--- config.mk ---
export PLATFORM = sky130hd
export DESIGN_NAME = switch_accumulator
export DESIGN_NICKNAME = d
export VERILOG_FILES = /design/src/rtl/switch_accumulator_pkg.sv /design/src/rtl/switch_accumulator_btn_debounce.sv /design/src/rtl/switch_accumulator.sv
export SDC_FILE = /design/constraint.sdc
export NUM_CORES = 1
export LEC_CHECK = 0
export ABC_AREA = 1
export BUFFER_PORTS_ARGS = -buffer_cell sky130_fd_sc_hd__buf_2
export CORE_MARGIN = 4
export CORE_UTILIZATION = 60
export CTS_CLUSTER_DIAMETER = 150
export DETAILED_ROUTE_END_ITERATION = 10
export PLACE_DENSITY = 0.84
export SLEW_MARGIN = 25
export SYNTH_ARGS = -nofsm -noshare
export SYNTH_HDL_FRONTEND = slang
export SYNTH_HIERARCHICAL = 1
export SYNTH_SLANG_ARGS = --single-unit
export TNS_END_PERCENT = 20
--- constraint.sdc ---
create_clock -name clk -period 2.8 [get_ports clk]
set_clock_uncertainty 0.1 [all_clocks]
set_input_delay 0.42 -clock clk [delete_from_list [all_inputs] [get_ports clk]]
set_output_delay 0.42 -clock clk [all_outputs]
set_load 0.02 [all_outputs]
--- src/rtl/switch_accumulator_pkg.sv ---
// Shared types and default sizing for the switch accumulator and its
// button conditioning.
package switch_accumulator_pkg;

  localparam int DEF_WIDTH     = 8;
  localparam int DEF_DB_CYCLES = 16;

  typedef enum logic [1:0] {
    STABLE_LO = 2'd0,
    WAIT_HI   = 2'd1,
    STABLE_HI = 2'd2,
    WAIT_LO   = 2'd3
  } db_state_e;

endpackage

--- src/rtl/switch_accumulator_btn_debounce.sv ---
// One raw button: 2-flop synchronizer, counting debouncer FSM and a
// registered single-cycle pulse on each debounced rising edge.
module btn_debounce
  import switch_accumulator_pkg::*;
#(
  parameter int DB_CYCLES = DEF_DB_CYCLES
) (
  input  logic clk,
  input  logic rst_n,
  input  logic btn_raw,
  output logic pulse
);

  localparam int CW = $clog2(DB_CYCLES + 1);
  localparam logic [CW-1:0] CNT_LAST = CW'(DB_CYCLES - 1);

  logic          sync1_q, sync1_d;
  logic          sync2_q, sync2_d;
  db_state_e     state_q, state_d;
  logic [CW-1:0] cnt_q, cnt_d;
  logic          level;
  logic          level_dly_q, level_dly_d;
  logic          pulse_q, pulse_d;

  always_comb begin
    sync1_d = btn_raw;
    sync2_d = sync1_q;
    state_d = state_q;
    cnt_d   = '0;
    // The first differing cycle is counted on entry to WAIT_*, so the level
    // flips on the DB_CYCLES-th consecutive differing cycle.
    case (state_q)
      STABLE_LO: if (sync2_q) begin
        state_d = WAIT_HI;
        cnt_d   = CW'(1);
      end
      WAIT_HI: begin
        if (!sync2_q)               state_d = STABLE_LO;
        else if (cnt_q == CNT_LAST) state_d = STABLE_HI;
        else                        cnt_d   = cnt_q + 1'b1;
      end
      STABLE_HI: if (!sync2_q) begin
        state_d = WAIT_LO;
        cnt_d   = CW'(1);
      end
      WAIT_LO: begin
        if (sync2_q)                state_d = STABLE_HI;
        else if (cnt_q == CNT_LAST) state_d = STABLE_LO;
        else                        cnt_d   = cnt_q + 1'b1;
      end
      default: state_d = STABLE_LO;
    endcase

    level       = (state_q == STABLE_HI) || (state_q == WAIT_LO);
    level_dly_d = level;
    pulse_d     = level & ~level_dly_q;
  end

  always_ff @(posedge clk or negedge rst_n) begin
    if (!rst_n) begin
      sync1_q     <= 1'b0;
      sync2_q     <= 1'b0;
      state_q     <= STABLE_LO;
      cnt_q       <= '0;
      level_dly_q <= 1'b0;
      pulse_q     <= 1'b0;
    end else begin
      sync1_q     <= sync1_d;
      sync2_q     <= sync2_d;
      state_q     <= state_d;
      cnt_q       <= cnt_d;
      level_dly_q <= level_dly_d;
      pulse_q     <= pulse_d;
    end
  end

  assign pulse = pulse_q;

endmodule

--- src/rtl/switch_accumulator.sv ---
// Switch-operand accumulator: debounced ADD/SUB/CLR buttons update a
// registered accumulator with carry/borrow and signed-overflow flags.
module switch_accumulator
  import switch_accumulator_pkg::*;
#(
  parameter int WIDTH     = DEF_WIDTH,
  parameter int DB_CYCLES = DEF_DB_CYCLES
) (
  input  logic             clk,
  input  logic             rst_n,
  input  logic [WIDTH-1:0] SW,
  input  logic             BTN_ADD,
  input  logic             BTN_SUB,
  input  logic             BTN_CLR,
  output logic [WIDTH+1:0] LED
);

  logic [WIDTH-1:0] sw_s1_q, sw_s1_d;
  logic [WIDTH-1:0] sw_s2_q, sw_s2_d;
  logic             add_pulse, sub_pulse, clr_pulse;
  logic [WIDTH-1:0] acc_q, acc_d;
  logic             carry_q, carry_d;
  logic             ovf_q, ovf_d;
  logic [WIDTH:0]   sum, diff;

  btn_debounce #(.DB_CYCLES(DB_CYCLES)) u_db_add (
    .clk(clk), .rst_n(rst_n), .btn_raw(BTN_ADD), .pulse(add_pulse)
  );
  btn_debounce #(.DB_CYCLES(DB_CYCLES)) u_db_sub (
    .clk(clk), .rst_n(rst_n), .btn_raw(BTN_SUB), .pulse(sub_pulse)
  );
  btn_debounce #(.DB_CYCLES(DB_CYCLES)) u_db_clr (
    .clk(clk), .rst_n(rst_n), .btn_raw(BTN_CLR), .pulse(clr_pulse)
  );

  always_comb begin
    sw_s1_d = SW;
    sw_s2_d = sw_s1_q;
    sum     = {1'b0, acc_q} + {1'b0, sw_s2_q};
    diff    = {1'b0, acc_q} - {1'b0, sw_s2_q};
    acc_d   = acc_q;
    carry_d = carry_q;
    ovf_d   = ovf_q;
    // CLR wins over ADD, ADD over SUB; losers are simply dropped.
    if (clr_pulse) begin
      acc_d   = '0;
      carry_d = 1'b0;
      ovf_d   = 1'b0;
    end else if (add_pulse) begin
      acc_d   = sum[WIDTH-1:0];
      carry_d = sum[WIDTH];
      ovf_d   = (acc_q[WIDTH-1] == sw_s2_q[WIDTH-1]) &&
                (sum[WIDTH-1] != acc_q[WIDTH-1]);
    end else if (sub_pulse) begin
      acc_d   = diff[WIDTH-1:0];
      carry_d = diff[WIDTH];
      ovf_d   = (acc_q[WIDTH-1] != sw_s2_q[WIDTH-1]) &&
                (diff[WIDTH-1] != acc_q[WIDTH-1]);
    end
  end

  always_ff @(posedge clk or negedge rst_n) begin
    if (!rst_n) begin
      sw_s1_q <= '0;
      sw_s2_q <= '0;
      acc_q   <= '0;
      carry_q <= 1'b0;
      ovf_q   <= 1'b0;
    end else begin
      sw_s1_q <= sw_s1_d;
      sw_s2_q <= sw_s2_d;
      acc_q   <= acc_d;
      carry_q <= carry_d;
      ovf_q   <= ovf_d;
    end
  end

  assign LED = {ovf_q, carry_q, acc_q};

endmodule

==> results.toml, run 1 <==
[global_routing]
grt_first_pass_wirelength_mm = 9.30
antenna_found_initial = 0
grtUsageTotal_pct = 19.5
grt_pass1_vias = 2209
grt_overflow = 0
grt_max_degree = 60

[cells_and_area]
diodes = 0
layout-drive-gt1-share_pct = 18.4
nNetsFinal = 389
final_area_um2 = 3270
fin_cells = 425
n_fill_cell = 386
syn_to_final_growth_pct = 10.7

[synth]
syn_inst = 331
yosysMostFrequentCell = "nand2_1"
yosysUniqueCellTypes = 28
ys_seq_area_share_pct = 49.9
synth_edf_count = 0
yosys-top-cells-count = "77 x nand2_1, 59 x dfrtp_1, 48 x inv_1"
postSynthAreaPerCell_um2 = 8.93
yosysTopAreaCell = "dfrtp_1"
synth_ff_type = "dfrtp_1"
ys_top_cells_by_area = "dfrtp_1 50%, nand2_1 9.8%, ha_1 8.0%, inv_1 6.1%, nand3_1 4.2%"
ys_warn_count = 6
syn_area_um2 = 2960
syn_nets = 365
netlist.area_leader.share_pct = 49.9
synthArstFlopShare_pct = 100
ys_ff_latch = 59

[sta]
final.setup.tns_ns = 0
hold_violations = 0
layout_worst_path_cycle_share_pct = 68.7
rsz0062_at_grt = "no"
setup_viol = 0
worstMarginPinSlew_ns = 0.698
fmaxAchievable_ghz = 0.520
max_slew_margin_pct = 53.5
fin_crit_ns = 1.92
drv_slew = 0

[pwr]
power_leakage_nw = 1.78
switchingPower_mw = 0.376
seqPwrFrac_pct = 52.4
pwr-share-clk_pct = 42.4
ir_worst_vdd_mv = 0.315
p_sw_share_pct = 22.1
p_int_mw = 1.33
comb_power_share_pct = 5.2
cellPowerDensity_nw_per_um2 = 521

[die]
rows = 25
io_pins = 23
die_w_um = 78.2
die_area_um2 = 6110
initial_core_util_pct = 62.2
core_area_um2 = 4750
die_h_um = 78.2

[run]
maxCapViolations = 0

[clock_network]
post-cts-setup-buffer-count = 0
htreeDepth = 3
numCtsBuffers = 9
holdBufCountCts = 0
clk_pin_slew_ns = 0.06
clock_latency_ns = 0.33
cts.sinks = 59
post_cts_resized = 0
clockBufferDepth = 2
root_buffer = "clkbuf_8"
cts_tree = "yes"

[placed_design]
io_buffer_count = 22
dpl_cell_area_um2 = 3090
gp_congestion = 0.866
dp.final_hpwl_mm = 3.68
dp_cells = 411

[critical_path]
worst_path_max_delay_cell = "fa_1"
start_kind = "flip-flop"
slowest_delay_ns = 0.44
critPathMostFrequentCell = "nand3_1"
worstSetupPathType = "flip-flop to flip-flop"
cp.required_ns = 2.91
end_kind = "flip-flop"
crit_arrival_ns = 2.03
crit_path_cell_trace = "ha_1, fa_1, nand3_1, nand3_1, o21ai_0, xor2_1, o21ai_1"
crit_fanout = 3

[status]
outcome = "finished, final reports clean"

[routing]
dr.first_iter.drc_count = 140
wirelength_mm = 5.17
detail-route-antenna-nets = 0
wl_per_cell_um = 12.2
via_per_inst = 5.18
first_pass_iters = 5
vias = 2202
drc_errors = 0

[worst_hold_path]
hold_path.class = "primary input to flip-flop"
==> cell type report <==
type / count / area, um2 / share of cell area (%)
Sequential cell: 59 / 1480 / 45.1
Inverter: 52 / 195 / 5.96
Multi-Input combinational cell: 210 / 1220 / 37.2
Tap cell: 67 / 83.8 / 2.56
Timing Repair Buffer: 23 / 118 / 3.59
Clock buffer: 11 / 141 / 4.32
Clock inverter: 3 / 40.0 / 1.22
==> registers in the layout (all words and copies together) (netlist names), 5 cells and up, named ones only <==
register	count
sw_s1_q	8
acc_q	8
u_db_sub/cnt_q	5
sw_s2_q	8
u_db_add/cnt_q	5
u_db_clr/cnt_q	5
==> logic make-up (layout without fill, tap and decap cells) <==
group / after synthesis / in the layout / share of synthesized area (%)
simple gates: 163 / 163 / 26.2
buf+inv: 62 / 89 / 8.84
flops: 59 / 59 / 49.9
compound gates: 24 / 24 / 5.04
fa+ha+maj: 21 / 21 / 9.39
xor+xnor: 2 / 2 / 0.593
==> layout by cell type (no fill, tap or decap) <==
cell type / instances
o22ai_1: 2
nand2_2: 12
inv_2: 4
nor3_1: 6
inv_1: 48
clkbuf_8: 10
nor3_4: 1
xor2_1: 2
o21ai_1: 3
buf_4: 1
a21oi_2: 5
nor2_4: 4
nor2_2: 1
dfrtp_1: 59
a21oi_1: 4
o211ai_1: 2
fa_1: 2
nand2_1: 77
ha_1: 19
nand4_1: 9
buf_2: 22
nand3_1: 25
bufinv_16: 1
nand3_2: 3
clkinv_2: 2
o21bai_1: 1
nor2_1: 23
clkbuf_1: 1
o21ai_0: 7
nand3b_1: 2
==> path summary, 6_finish.rpt <==
path	startpoint	to	cells after the start	slack [ns]
min in group asynchronous	rst_n	sw_s2_q[0]	2	0.12
min reg2reg	sw_s1_q[3]	sw_s2_q[3]	0	0.25
max in group asynchronous	rst_n	u_db_clr/cnt_q[2]	2	2.01
max reg2reg	acc_q[0]	acc_q[4]	7	0.88
max	acc_q[0]	acc_q[4]	7	0.88
min	SW[1]	sw_s1_q[1]	1	0.09
==> worst max-delay path, delay by kind of cell, from the launching register on <==
kind	cells	cell delay (ns)
DFF	1	0.39
xor gates and xnor gates	1	0.19
adders and majority gates	2	0.68
AOI/OAI and AO/OA	2	0.28
and+or+nand+nor	2	0.17
==> power groups by stage <==
| stage | Sequential [mW] | Combinational, mW | Clock (mW) |
|---|---|---|---|
| after detailed placement | 0.910 | 0.0880 | 0 |
| after floorplan | 0.905 | 0.0549 | 0 |
| after global routing | 0.898 | 0.104 | 0.787 |
| final | 0.895 | 0.0879 | 0.723 |
| after global placement | 0.908 | 0.0852 | 0 |
| after CTS | 0.894 | 0.0892 | 0.745 |
==> per-stage QoR <==
step                      setup WS [ns]  utilization, %  hold slack, ns  power (mW)
final                             0.878            68.8          0.0934        1.71
after global routing              0.769            68.8          0.0692        1.79
after CTS                         0.883            68.8          0.0741        1.73
after detailed placement          0.913            65.0           0.236       0.998
after global placement            0.981            65.0           0.232       0.993
after floorplan                   0.936               -          0.0244       0.960
==> routing by layer <==
layer / vias to the layer above / wire, um / GRT usage, %
li1: 1086 / - / -
met1: 1037 / 2240 / 22.4
met2: 63 / 2540 / 32.8
met3: 16 / 276 / 7.22
met4: 0 / 114 / 8.04
met5: - / 0 / 0
Note: power is estimated with default switching activity, not from simulation.
==> run 2, diff against run 1 <==
Settings changed: CORE_UTILIZATION 60 to 54, PLACE_DENSITY 0.84 to 0.8.
Clock period 2.8 ns to 1.7 ns, I/O delays scaled along.
==> run 2 against run 1 <==
The run now ends with negative setup slack left. Core utilization is 0.068 points lower. Cell count is 6.4% higher. Maximum frequency is 5.6% higher. First-iteration DRC count is 54% higher. Sequential share of layout area is 3.7 points lower. Sequential power is 64% higher. Count of clock-buffer cells in the layout is 1 higher. Power is 67% higher. Worst setup slack worse by 1.0 ns. Register-to-register slack worse by 1.0 ns. Clock power is 63% higher. Sequential cell count stayed put.
==> results.toml, run 2 (same netlist as run 1, synthesis figures left out) <==
[routing]
dr.first_iter.drc_count = 215
wirelength_mm = 5.64
drc_errors = 0
vias = 2269
wl_per_cell_um = 12.5
first_pass_iters = 4
detail-route-antenna-nets = 0
via_per_inst = 5.02

[critical_path]
end_kind = "flip-flop"
crit_path_cell_trace = "ha_4, fa_2, inv_2, nand3_1, nand2_1, nand2_1, o21ai_1, xor2_1, o21ai_1"
cp.required_ns = 1.82
crit_arrival_ns = 1.94
slowest_delay_ns = 0.42
worst_path_max_delay_cell = "dfrtp_1"
crit_fanout = 3
start_kind = "flip-flop"
rrSetupSlack_ns = -0.12
worstSetupPathType = "flip-flop to flip-flop"

[cells_and_area]
fin_cells = 452
layout-drive-gt1-share_pct = 24.1
final_common_cell = "nand2_1"
top_regs = "acc_q (8), sw_s1_q (8), sw_s2_q (8)"
syn_to_final_growth_pct = 21.1
final_cell_mix = "77 x nand2_1, 54 x dfrtp_1, 46 x inv_1"
nNetsFinal = 412
diodes = 0

[clock_network]
clock_latency_ns = 0.34
numCtsBuffers = 9
post-cts-setup-buffer-count = 0
clk_pin_slew_ns = 0.06
cts_tree = "yes"
clockBufferDepth = 2
cts.sinks = 59
htreeDepth = 3
root_buffer = "clkbuf_8"

[pwr]
comb_power_share_pct = 6.6
pwr-share-clk_pct = 41.5
p_int_mw = 2.19
seqPwrFrac_pct = 51.9
ir_worst_vdd_mv = 0.834
p_sw_share_pct = 22.8
switchingPower_mw = 0.646
power_mw = 2.84
power_leakage_nw = 1.87
cellPowerDensity_nw_per_um2 = 794

[global_routing]
grt_first_pass_wirelength_mm = 9.79
grtUsageTotal_pct = 19.5
grt_pass1_vias = 2329
antenna_found_initial = 0
grt_max_degree = 60
grt_overflow = 0

[placed_design]
dp.final_hpwl_mm = 3.86
dp_cells = 425
pre_cts_ws_ns = -0.0885
gp_congestion = 0.893
io_buffer_count = 22

[die]
io_pins = 23
initial_core_util_pct = 56.8
rows = 26
core_area_um2 = 5200
die_h_um = 82.0
die_area_um2 = 6720
die_w_um = 82.0

[sta]
drv_slew = 0
max_slew_margin_pct = 75.7
final.setup.tns_ns = -0.246
rsz0062_at_grt = "yes"
layout_worst_path_cycle_share_pct = 107
hold_violations = 0
fmaxAchievable_ghz = 0.549
worst_slack_ns = -0.120
setup_viol = 4
worstMarginPinSlew_ns = 0.364
fin_crit_ns = 1.82

[status]
outcome = "finished, violations left"
violations = "negative setup slack"

[worst_hold_path]
hold_path.class = "flip-flop to flip-flop"

[run]
maxCapViolations = 0
[run 2: power groups by stage]
stage	Sequential (mW)	Clock, mW	Combinational, mW
2_1_floorplan	1.49	0	0.0975
5_1_grt	1.48	1.27	0.220
4_1_cts	1.47	1.20	0.187
3_5_place_dp	1.50	0	0.159
3_3_place_gp	1.50	0	0.156
6_report	1.47	1.18	0.189
[run 2: metrics by stage]
step	utilization, %	hold slack, ns	cell area (um2)
floorplan	-	-0.141	3010
global placement	62.1	0.181	3230
detailed placement	62.1	0.180	3230
CTS	68.5	0.250	3570
global route	68.8	0.252	3580
finish	68.8	0.246	3580
[run 2: routing by layer]
metal	wire, um	vias up	global-route usage, %	share of wire [%]
met5	0	-	0	0
met4	60	0	7.64	1.1
li1	-	1132	-	-
met2	2960	46	33.2	52
met1	2370	1084	22.9	42
met3	247	7	6.25	4.4
[run 2: worst max-delay path: cells and delay by family, from the launching register on]
family,cells,cell delay [ns]
flops,1,0.42
fa+ha+maj,2,0.52
simple gates,3,0.24
buf+inv,1,0.07
xor+xnor,1,0.17
compound gates,2,0.19
[run 2: layout make-up]
cell class / count / area, um2
fillers: 399 / 1630
flip-flops and latches: 59 / 1480
multi-input cells: 210 / 1310
repair buffers: 46 / 333
inverters: 52 / 195
clock buffers: 12 / 135
well taps: 70 / 87.6
clock inverters: 3 / 40.0
[run 2: final timing paths]
kind,start,to,cells after the start
min in group asynchronous,rst_n,ovf_q,3
worst max-delay path,sw_s2_q[0],acc_q[4],9
max in group asynchronous,rst_n,acc_q[5],3
worst min-delay path,sw_s1_q[6],sw_s2_q[6],0
worst max register to register,sw_s2_q[0],acc_q[4],9
worst min register to register,sw_s1_q[6],sw_s2_q[6],0
[run 2: repair_timing]
| item | CTS | global route |
|---|---|---|
| hold buffers | 12 | 0 |
| setup endpoints to repair | 6 | 8 |
| gates resized for setup | 6 | 1 |
| hold endpoints to repair | 70 | 0 |
| pin swaps | 1 | 3 |
==> run 3, diff against run 2 <==
Settings changed: GPL_TIMING_DRIVEN set to 0, HOLD_SLACK_MARGIN set to 0.15.
==> run 3 against run 2 <==
Cell count grew 0.44%. Cell area shrank 0.21%. The flow still finishes with violations (negative setup slack). Highest routed layer unchanged. Power shrank 2.4%. Worst setup slack gained 0.035 ns. Critical path depth shrank 2. Count of clock-buffer cells in the layout grew 2.
==> results.toml, run 3 (same netlist as run 1, synthesis figures left out) <==
[sta]
hold_violations = 0
final.setup.tns_ns = -0.235
fmaxAchievable_ghz = 0.560
setup_viol = 5
layout_worst_path_cycle_share_pct = 105
drv_slew = 0
fin_crit_ns = 1.79
max_slew_margin_pct = 53.9
hold_ws_ns = 0.245
rsz0062_at_grt = "yes"
worstMarginPinSlew_ns = 0.691
worst_slack_ns = -0.0856

[routing]
vias = 2213
wl_per_cell_um = 11.2
route.met3.wl_um = 183
drc_errors = 0
via_per_inst = 4.87
detail-route-antenna-nets = 0
first_pass_iters = 5
maxUsedRoutingLayer = "met4"
wirelength_mm = 5.11
met2_length_mm = 2.64
dr.first_iter.drc_count = 94
met1_length_mm = 2.16

[clock_network]
root_buffer = "clkbuf_8"
numCtsBuffers = 9
clk_pin_slew_ns = 0.07
clock_latency_ns = 0.34
cts_tree = "yes"
htreeDepth = 3
cts.sinks = 59
clockBufferDepth = 2

[critical_path]
crit_fanout = 3
slowest_delay_ns = 0.42
worstSetupPathType = "flip-flop to flip-flop"
crit_arrival_ns = 1.90
start_kind = "flip-flop"
path_delay_family = "adder cells"
r2r_cells = 7
end_kind = "flip-flop"
crit_buf_inv = 0
cp.required_ns = 1.82
worst_path_max_delay_cell = "dfrtp_2"
worstReg2RegStart = "acc_q[0]"
crit_path_cell_trace = "ha_2, fa_2, nand3_1, nand3_1, o21ai_1, xor2_1, o21ai_1"
rrSetupSlack_ns = -0.09
rr_endpoint = "acc_q[4]"

[cells_and_area]
diodes = 0
top_regs = "acc_q (8), sw_s1_q (8), sw_s2_q (8)"
final_cell_mix = "74 x nand2_1, 53 x dfrtp_1, 46 x inv_1"
layout-drive-gt1-share_pct = 25.3
final_common_cell = "nand2_1"
syn_to_final_growth_pct = 20.8
nNetsFinal = 413

[die]
io_pins = 23
die_w_um = 82.0
die_area_um2 = 6720
rows = 26
core_area_um2 = 5200
die_h_um = 82.0
initial_core_util_pct = 56.8

[global_routing]
grt_overflow = 0
grt_first_pass_wirelength_mm = 9.11
grt_max_degree = 60
antenna_found_initial = 0
grt_pass1_vias = 2189
grtUsageTotal_pct = 18.1

[pwr]
cellPowerDensity_nw_per_um2 = 777
ir_worst_vdd_mv = 0.604
power_leakage_nw = 1.87

[placed_design]
dp.final_hpwl_mm = 3.69
gp_congestion = 0.826
io_buffer_count = 22

[worst_hold_path]
worstHoldStart = "sw_s1_q[1]"
min_to = "sw_s2_q[1]"
hold_depth = 0
hold_path.class = "flip-flop to flip-flop"

[status]
violations = "negative setup slack"
outcome = "finished, violations left"

[run]
maxCapViolations = 0
[run 3: cell types whose count changed in the layout (fill, tap and decap cells not counted), sizes merged]
cell	change
buf	-2
bufinv	-1
clkbuf	+5
[run 3: worst reg2reg max path: cells and delay by family (launching register included)]
family	cells	cell delay, ns
adders and majority gates	2	0.58
DFF	1	0.42
xor gates and xnor gates	1	0.18
and+or+nand+nor	2	0.17
AOI/OAI and AO/OA	2	0.24
[run 3: how the worst max path moves through the flow]
| stage | start | slack, ns | cells past startpoint | endpoint |
|---|---|---|---|---|
| after floorplan | acc_q[0] | -0.01 | 11 | acc_q[6] |
| after global placement | acc_q[0] | -0.05 | 11 | acc_q[6] |
| after detailed placement | acc_q[2] | -0.08 | 11 | acc_q[7] |
| after CTS | acc_q[2] | -0.09 | 11 | acc_q[7] |
| after global routing | acc_q[0] | -0.19 | 11 | acc_q[6] |
| final | acc_q[0] | -0.09 | 7 | acc_q[4] |
[run 3: routing by layer]
metal  global-route usage, %  up-vias
met2                    32.8       38
met5                       0        -
li1                        -     1138
met1                    19.2     1024
met4                    10.5        0
met3                    4.06       13
[run 3: layout make-up]
cell class | instances | area (um2)
Tap cell | 70 | 87.6
Fill cell | 426 | 1630
Sequential cell | 59 | 1480
Timing Repair Buffer | 37 | 255
Clock inverter | 2 | 10.0
Clock buffer | 14 | 163
Buffer | 10 | 76.3
Multi-Input combinational cell | 210 | 1300
Inverter | 52 | 195
[run 3: power by group]
group,internal (mW),total [mW],switching [mW]
clock network,0.605,1.12,0.511
registers,1.44,1.47,0.0284
logic,0.0822,0.185,0.102
total,2.13,2.77,0.642
[run 3: what timing repair did]
action                     CTS  global route
resized for setup            2            14
hold buffers                12             0
setup buffers                0             3
setup endpoints to repair    7             8
hold endpoints to repair    70             0
pin swaps                    4             3
[run 3: metrics by stage]
stage	cells	power (mW)	worst slack, ns	cell area (um2)	utilization (%)
after global placement	423	1.65	-0.0513	3200	61.5
after floorplan	331	1.59	-0.0131	3010	-
after detailed placement	423	1.65	-0.0825	3210	61.6
final	454	2.77	-0.0856	3570	68.6
after CTS	451	2.81	-0.0910	3510	67.5
after global routing	454	2.92	-0.188	3570	68.6
